<file path="config.mk">
export PLATFORM = sky130hd
export DESIGN_NAME = jtkunio_sndcmd
export DESIGN_NICKNAME = d
export VERILOG_FILES = /design/src/rtl/jtkunio_sndcmd_fifo.sv /design/src/rtl/jtkunio_sndcmd.sv
export SDC_FILE = /design/constraint.sdc
export NUM_CORES = 1
export LEC_CHECK = 0
export ABC_AREA = 1
export CAP_MARGIN = 20
export CORE_MARGIN = 3
export CORE_UTILIZATION = 55
export DETAILED_ROUTE_END_ITERATION = 8
export PLACE_DENSITY = 0.74
export SLEW_MARGIN = 20
export SYNTH_ARGS = -nofsm -noshare
export SYNTH_HDL_FRONTEND = slang
export SYNTH_SLANG_ARGS = --single-unit
export TNS_END_PERCENT = 50
</file>
<file path="constraint.sdc">
create_clock -name clk -period 2 [get_ports clk]
set_input_delay 0.6 -clock clk [delete_from_list [all_inputs] [get_ports clk]]
set_output_delay 0.6 -clock clk [all_outputs]
set_load 0.03 [all_outputs]
</file>
<file path="src/rtl/jtkunio_sndcmd_fifo.sv">
// Command FIFO storage and pointers.
// The head entry is read combinationally so the sound CPU sees it during the whole access.
module jtkunio_sndcmd_fifo #(
  parameter int unsigned AW = 2
) (
  input  logic       clk,
  input  logic       rst,
  input  logic       push,
  input  logic       pop,
  input  logic [7:0] din,
  output logic [7:0] head
);

  localparam int unsigned DEPTH = 1 << AW;

  logic [7:0]    mem [DEPTH];
  logic [AW-1:0] wr_ptr;
  logic [AW-1:0] rd_ptr;

  // Pointers wrap naturally in AW bits.
  always_ff @(posedge clk or posedge rst) begin
    if (rst) begin
      wr_ptr <= '0;
      rd_ptr <= '0;
    end else begin
      if (push) wr_ptr <= wr_ptr + AW'(1);
      if (pop)  rd_ptr <= rd_ptr + AW'(1);
    end
  end

  always_ff @(posedge clk) begin
    if (push) mem[wr_ptr] <= din;
  end

  assign head = mem[rd_ptr];

endmodule

</file>
<file path="src/rtl/jtkunio_sndcmd.sv">
// Main-to-sound CPU command latch built as a small FIFO with status port and IRQ.
// Edge detection on the bus strobes makes each CPU access push/pop exactly once.
module jtkunio_sndcmd #(
  parameter int unsigned AW = 2
) (
  input  logic       clk,
  input  logic       rst,
  input  logic       main_wr,
  input  logic [7:0] main_data,
  input  logic       rd_cs,
  input  logic       st_cs,
  output logic [7:0] dout,
  output logic       snd_irq,
  output logic       full
);

  localparam int unsigned DEPTH = 1 << AW;
  localparam int unsigned CW    = AW + 1;

  logic          wr_q;
  logic          wr_armed;
  logic          rd_q;
  logic          st_q;
  logic          ovf;
  logic          ovf_nx;
  logic [CW-1:0] count;
  logic [CW-1:0] count_nx;
  logic          push_req;
  logic          pop_req;
  logic          st_fall;
  logic          empty;
  logic          do_push;
  logic          do_pop;
  logic [7:0]    head;
  logic [2:0]    cnt3;

  // wr_armed blocks a strobe already high when reset releases until it drops once.
  always_ff @(posedge clk or posedge rst) begin
    if (rst) begin
      wr_q     <= 1'b0;
      wr_armed <= 1'b0;
      rd_q     <= 1'b0;
      st_q     <= 1'b0;
      count    <= '0;
      full     <= 1'b0;
      snd_irq  <= 1'b0;
      ovf      <= 1'b0;
    end else begin
      wr_q     <= main_wr;
      wr_armed <= wr_armed | ~main_wr;
      rd_q     <= rd_cs;
      st_q     <= st_cs;
      count    <= count_nx;
      full     <= (count_nx == CW'(DEPTH));
      snd_irq  <= ~empty;
      ovf      <= ovf_nx;
    end
  end

  // A simultaneous pop frees a slot, so a push to a full FIFO is still accepted.
  always_comb begin
    push_req = main_wr & ~wr_q & wr_armed;
    pop_req  = rd_q & ~rd_cs;
    st_fall  = st_q & ~st_cs;
    empty    = (count == '0);
    do_pop   = pop_req & ~empty;
    do_push  = push_req & (~full | do_pop);
    count_nx = count;
    if (do_push && !do_pop)      count_nx = count + CW'(1);
    else if (do_pop && !do_push) count_nx = count - CW'(1);
    ovf_nx = (push_req & full & ~do_pop) | (ovf & ~st_fall);
  end

  if (AW >= 2) begin : g_cnt_wide
    assign cnt3 = count[2:0];
  end else begin : g_cnt_narrow
    assign cnt3 = 3'(count);
  end

  always_comb begin
    dout = 8'hFF;
    if (rd_cs)      dout = empty ? 8'hFF : head;
    else if (st_cs) dout = {ovf, full, 3'b000, cnt3};
  end

  jtkunio_sndcmd_fifo #(.AW(AW)) u_fifo (
    .clk  (clk),
    .rst  (rst),
    .push (do_push),
    .pop  (do_pop),
    .din  (main_data),
    .head (head)
  );

endmodule

</file>
==> results_dict.tcl, run 1 <==
set metrics [dict create \
    ys_warn_count 0 \
    worstReg2RegEnd "u_fifo.mem[1][7]" \
    status "finished with violations" \
    setup_tns_ns -1.19 \
    synth-seq-cells 46 \
    syn-cell-area_mm2 0.00206 \
    crit_chain "buf_8, inv_8, nand2_1, a22o_1, a21oi_1, buf_4" \
    fin_total_pwr_uw 3730 \
    grt_pass1_vias 1506 \
    cts_buffer_depth 2 \
    r2r_cells 8 \
    diodes 0 \
    synthCells 180 \
    cts_tree "built" \
    ff2ff_setup_slack_ns 0.36 \
    clock_skew_ns 0.00755 \
    io_buffer_count 22 \
    grt_max_degree 17 \
    period_needed_ns 2.16 \
    hold_ws_ns 0.487 \
    grt_usage_pct 23.1 \
    syn_avg_cell_area_um2 11.4 \
    cap_viol_max_count 0 \
    core_mm2 0.00347 \
    hold_class "reg -> reg" \
    vias_per_cell 5.37 \
    drv_slew 0 \
    post-route-period-util_pct 108 \
    filler_cell_count 220 \
    post-route-util_pct 78.8 \
    crit_end "dout[4]" \
    cp_data_required_time_ns 1.40 \
    timing.final.ws_setup_ns -0.161 \
    p_leak_uw 0.00116 \
    rsz0062_at_grt "true" \
    p_per_area_mw_per_mm2 1370 \
    drive_gt1_share_pct 32.6 \
    cp_slowest_cell "dfrtp_2" \
    irDropWorstVdd_uv 723 \
    fmax_ghz 0.463 \
    die_x_um 67.2 \
    wl_um 4570 \
    cp-end-kind "output port" \
    critPathTopFamily "flip-flops" \
    dpl.hpwl_um 2950 \
    cp_num_buf_inv 3 \
    arrival_ns 1.56 \
    vias 1513 \
    yosysUniqueCellTypes 27 \
    cts_buffers 5 \
    synth_fp_nets 200 \
    wl_per_cell_um 16.2 \
    slew_headroom_pct 65.0 \
    clk_transition_reported_paths_ns 0.08 \
    rows 21 \
    tightest_slew_ns 0.524 \
    ys_seq_area_share_pct 63.7 \
    dr.pass1.iters 4 \
    initial_core_util_pct 59.3 \
    clock_sinks 46 \
    die_y_um 67.2 \
    die_area_mm2 0.00451 \
    critPathKind "reg -> out" \
    reg2reg_from "cnt3[0]" \
    fin_cells 282 \
    grt_overflow 0 \
    setup_violations 8 \
    cp-start-kind "register" \
    routabilityCongestion 0.856 \
    cp_slowest_stage_delay_ns 0.45 \
    antenna_found_initial 0 \
    syn_to_final_growth_pct 32.7 \
    cp_max_fo 5 \
    hold_viol 0 \
    cp.depth 6 \
    drc 0 \
    startpoint "u_fifo.rd_ptr[0]" \
    drtIter0Drc 78 \
    clock-root-buffer "clkbuf_8" \
    violations "setup timing" \
    grt_pass1_wl_um 7340 \
    placed_cells 266 \
    h-tree-depth 2 \
    worstSkewPairLatency_ns 0.29 \
    ioPinCount 23 \
    num-nets-final 255 \
    ant_nets 0 \
]
-- state kept, by name, summed over array words and instances, names as in the netlist --
signal,cells
u_fifo.mem,32
cnt3,3
u_fifo.rd_ptr,2
u_fifo.wr_ptr,2
full,1
ovf,1
rd_q,1
snd_irq,1
st_q,1
wr_armed,1
wr_q,1
-- what timing repair did --
action | 4_1_cts | 5_1_grt
cloned | 2 | 1
setup buffers | 4 | 1
hold buffers | 0 | 0
endpoints found under the hold margin | 0 | 0
pin swaps | 6 | 1
endpoints found under the setup margin | 8 | 8
gates resized for setup | 26 | 11
-- cell usage in the layout (no fill, tap or decap), types with 2 or more instances in the layout --
| master | instances |
|---|---|
| ha_1 | 6 |
| nand3_1 | 3 |
| inv_2 | 4 |
| clkbuf_8 | 5 |
| a22o_1 | 4 |
| nor2_2 | 2 |
| nand2_1 | 30 |
| nor3_2 | 4 |
| a21oi_2 | 6 |
| nand2_4 | 2 |
| dfrtp_2 | 2 |
| a21oi_1 | 13 |
| nor2_4 | 2 |
| bufinv_16 | 2 |
| o21ai_0 | 3 |
| a22oi_2 | 3 |
| inv_1 | 18 |
| buf_4 | 27 |
| clkdlybuf4s50_1 | 12 |
| edfxtp_1 | 32 |
| nand3_2 | 2 |
| nor2_1 | 19 |
| buf_6 | 7 |
| dfrtp_1 | 12 |
| xor2_1 | 2 |
| inv_4 | 2 |
-- tightest hold or removal path, stage by stage, from the launching register on --
cell and delay (ns):
dfrtp_1 0.37, inv_1 0.04, nand2_1 0.05
-- stage by stage --
| step | setup slack (ns) | instance area (µm²) |
|---|---|---|
| 6_report | -0.161 | 2730 |
| 2_1_floorplan | -0.0107 | 2060 |
| 3_5_place_dp | -0.537 | 2430 |
| 4_1_cts | -0.129 | 2680 |
| 5_1_grt | -0.225 | 2730 |
| 3_3_place_gp | -0.459 | 2430 |
-- cell type report --
type                    count  area [µm²]  area share [%]
well taps                  46        57.6            2.11
clock buffers               5        68.8            2.52
multi-input cells         106         668            24.5
inverters                  24         100            3.66
clock inverters             3        63.8            2.34
repair buffers             50         444            16.3
flip-flops and latches     46        1310            48.1
repair inverters            2        15.0           0.550
-- cells by family (layout without fill, tap and decap cells) --
kind of cell	count (synthesis)	after routing	synth area share (%)
XOR/XNOR	2	2	0.851
buffers and inverters	28	84	7.23
adder cells (fa/ha/maj)	7	7	4.26
flip-flops	46	46	63.7
AO/OA/AOI/OAI	31	31	8.94
AND/OR/NAND/NOR	66	66	15.0
-- report_power, final --
| part | switching (µW) | internal [µW] | leakage (µW) | total [µW] |
|---|---|---|---|---|
| sequential | 108 | 1190 | 0.000447 | 1300 |
| combinational | 950 | 694 | 0.000651 | 1640 |
| clock | 297 | 494 | 0.0000658 | 791 |
| total | 1360 | 2380 | 0.00116 | 3730 |
-- synth_stat cells --
| cell | count | area share (%) |
|---|---|---|
| inv_2 | 2 | 0.36 |
| nand4_1 | 1 | 0.30 |
| a21oi_1 | 19 | 4.6 |
| ha_1 | 7 | 4.3 |
| a32oi_1 | 1 | 0.43 |
| nand2_4 | 2 | 1.1 |
| a22o_1 | 4 | 1.7 |
| inv_8 | 1 | 0.55 |
| buf_2 | 1 | 0.24 |
| xor2_1 | 2 | 0.85 |
| nand2_2 | 1 | 0.30 |
| nand2_1 | 30 | 5.5 |
| nor2_4 | 2 | 1.1 |
| a22oi_1 | 3 | 1.1 |
| nand3_1 | 3 | 0.73 |
| inv_1 | 21 | 3.8 |
| nor3_1 | 3 | 0.73 |
| nor2_1 | 21 | 3.8 |
| buf_6 | 1 | 0.55 |
| edfxtp_1 | 32 | 47 |
| buf_8 | 1 | 0.73 |
| dfrtp_1 | 14 | 17 |
| nand3_2 | 2 | 0.97 |
| o21ai_0 | 3 | 0.73 |
| buf_12 | 1 | 0.97 |
| nor3_2 | 1 | 0.49 |
| o211ai_1 | 1 | 0.36 |
-- worst min path at each step --
stage	start	end	depth (start not counted)
floorplan	wr_armed	wr_armed	2
global placement	wr_armed	wr_armed	2
detailed placement	wr_armed	wr_armed	2
CTS	wr_armed	wr_armed	2
global route	wr_armed	wr_armed	2
finish	wr_armed	wr_armed	2
-- metal layers --
layer / GRT usage, % / up-vias / routed length, µm / share of wire, %
met3: 6.16 / 6 / 278 / 6.1
met1: 28.5 / 736 / 1840 / 40
met2: 39.8 / 53 / 2400 / 53
met4: 6.58 / 0 / 47 / 1.0
met5: 0 / - / 0 / 0
li1: - / 718 / - / -
Power figures use the tool's default switching activity.
==> run 2: changes to the inputs <==
CORE_UTILIZATION = 50   (was 55)
PLACE_DENSITY = 0.71   (was 0.74)
clock period = 1.9 ns   (was 2 ns; I/O delays follow)
==> run 2 against run 1 <==
  * The run still ends with setup timing left
  * Sequential share of layout area down 0.33 points
  * Core utilization down 6.9 points
  * Power up 6.0%
  * Global-route usage down 2.9 points
  * Sequential power up 4%
  * Largest power group unchanged
  * Count of clock-buffer cells in the layout unchanged
  * Worst hold slack better by 0.032 ns
==> results_dict.tcl, run 2 (synthesis results as in run 1) <==
set metrics [dict create \
    rsz0062_at_grt "true" \
    largest_reg_flops 32 \
    clock_sinks 46 \
    hold_viol 0 \
    ant_nets 0 \
    cp_max_fo 8 \
    antenna_found_initial 0 \
    die_y_um 70.2 \
    tightest_slew_ns 0.542 \
    die_area_mm2 0.00492 \
    cts_buffers 5 \
    slew_headroom_pct 63.8 \
    die_x_um 70.2 \
    ff2ff_setup_slack_ns 0.17 \
    hold_ws_ns 0.518 \
    vias_per_cell 5.35 \
    vias 1508 \
    grt_pass1_vias 1618 \
    p_per_area_mw_per_mm2 1440 \
    crit_chain "buf_12, buf_16, nand2_4, a21oi_2, nor2_1, a22oi_2, buf_6" \
    place_area_mm2 0.00243 \
    cp_data_required_time_ns 1.33 \
    p_leak_uw 0.00118 \
    placed_cells 266 \
    diodes 0 \
    cts_tree "built" \
    syn_to_final_growth_pct 33.5 \
    timing.final.ws_setup_ns -0.268 \
    grt_pass1_wl_um 7510 \
    initial_core_util_pct 53.8 \
    reg2reg_from "cnt3[1]" \
    worstReg2RegEnd "u_fifo.mem[0][3]" \
    p_clk_share_pct 21.3 \
    arrival_ns 1.60 \
    dpl.hpwl_um 2950 \
    multi_input_area_um2 662 \
    final_cell_mix "edfxtp_1 (32), nand2_1 (27), buf_4 (26), nor2_1 (20), inv_1 (19)" \
    drv_slew 0 \
    worstSkewPairLatency_ns 0.30 \
    swShare_pct 36.2 \
    fin_cells 282 \
    p_comb_share_pct 44.5 \
    cp_slowest_cell "dfrtp_2" \
    seqPwrFrac_pct 34.2 \
    grt_usage_pct 20.2 \
    whs_endpoint "wr_armed" \
    internal-power_uw 2520 \
    routabilityCongestion 0.771 \
    dp_slack_ns -0.454 \
    hold_class "reg -> reg" \
    cp_slowest_stage_delay_ns 0.45 \
    ioPinCount 23 \
    clock-root-buffer "clkbuf_8" \
    wl_per_cell_um 16.9 \
    grt_max_degree 15 \
    drc 0 \
    h-tree-depth 2 \
    clock_skew_ns 0.00345 \
    holdCritStartpoint "wr_armed" \
    cts_buffer_depth 2 \
    cp-start-kind "register" \
    num-nets-final 253 \
    dr.pass1.iters 4 \
    holdPathStages 2 \
    rows 22 \
    top_register "u_fifo.mem" \
    drtIter0Drc 86 \
    filler_cell_count 272 \
    design_area_mm2 0.00275 \
    violations "setup timing" \
    critPathKind "reg -> out" \
    clk_transition_reported_paths_ns 0.08 \
    period_needed_ns 2.17 \
    mostFrequentLayoutCell "edfxtp_1" \
    io_buffer_count 22 \
    status "finished with violations" \
    grt_overflow 0 \
    cp-end-kind "output port" \
    final-seq-area_mm2 0.00131 \
    power.net_switching_uw 1430 \
    cap_viol_max_count 0 \
    wl_um 4760 \
    core_mm2 0.00383 \
    r2r_cells 9 \
    setup_violations 8 \
    post-route-period-util_pct 114 \
    irDropWorstVdd_uv 844 \
    drive_gt1_share_pct 30.8 \
    fmax_ghz 0.461 \
    ctsHoldBuffers 0 \
]
==> run 2: cell types whose count changed in the layout (fill, tap and decap cells not counted), sizes merged <==
cell	before	now
clkbuf	6	5
clkinv	1	2
dlygate4sd2	1	3
buf	35	34
clkdlybuf4s15	1	0
inv	26	25
clkdlybuf4s50	12	11
==> run 2: worst max-delay path: cells and delay by family, from the launching register on <==
family / cells / cell delay [ns]
flops: 1 / 0.45
buf+inv: 3 / 0.42
compound gates: 2 / 0.32
simple gates: 2 / 0.10
==> run 2: area by class of cell <==
cell class,count,area share [%]
Sequential cell,46,47.8
Multi-Input combinational cell,106,24.1
Timing Repair Buffer,48,16.6
Inverter,24,3.83
Clock buffer,5,2.50
Clock inverter,3,2.32
Tap cell,48,2.19
Timing Repair inverter,2,0.729
==> run 2: power by group through the flow <==
stage | Sequential, µW | Clock, µW | Combinational [µW]
final | 1350 | 843 | 1760
after detailed placement | 1380 | 0 | 1410
after floorplan | 1360 | 0 | 957
after CTS | 1340 | 853 | 1690
after global placement | 1360 | 0 | 1340
after global routing | 1370 | 896 | 1900
==> run 2: worst max path at each step <==
stage	slack (ns)	depth (start not counted)	startpoint	end
global placement	-0.44	6	rd_cs	dout[0]
detailed placement	-0.45	6	rd_cs	dout[0]
CTS	-0.26	7	u_fifo.rd_ptr[0]	dout[6]
floorplan	-0.08	4	cnt3[0]	dout[0]
finish	-0.27	7	u_fifo.rd_ptr[0]	dout[1]
global route	-0.36	7	u_fifo.rd_ptr[0]	dout[6]
==> run 2: metal layers <==
layer	part of all wire, %	GRT usage [%]
met1	38	22.8
met2	54	36.7
met3	5.6	3.45
met4	2.8	9.36
met5	0	0
==> run 2: through the flow <==
step                      utilization, %  setup TNS (ns)  total power (µW)
after global routing                71.8           -2.52              4170
after global placement              63.5          -11.56              2710
after floorplan                        -          -0.591              2320
after detailed placement            63.5          -12.09              2790
final                               71.8           -1.98              3960
after CTS                           70.6           -1.91              3880
==> run 2: repair_timing <==
item,CTS,global route
pin swaps,5,3
buffers inserted,5,0
gates cloned,2,1
setup endpoints to repair,9,8
gates resized for setup,24,9
==> run 3: changes to the inputs <==
SLEW_MARGIN = default   (was 20)
==> results of run 3 <==
Same layout as run 2: the final DEF is identical, and so are final timing and power.
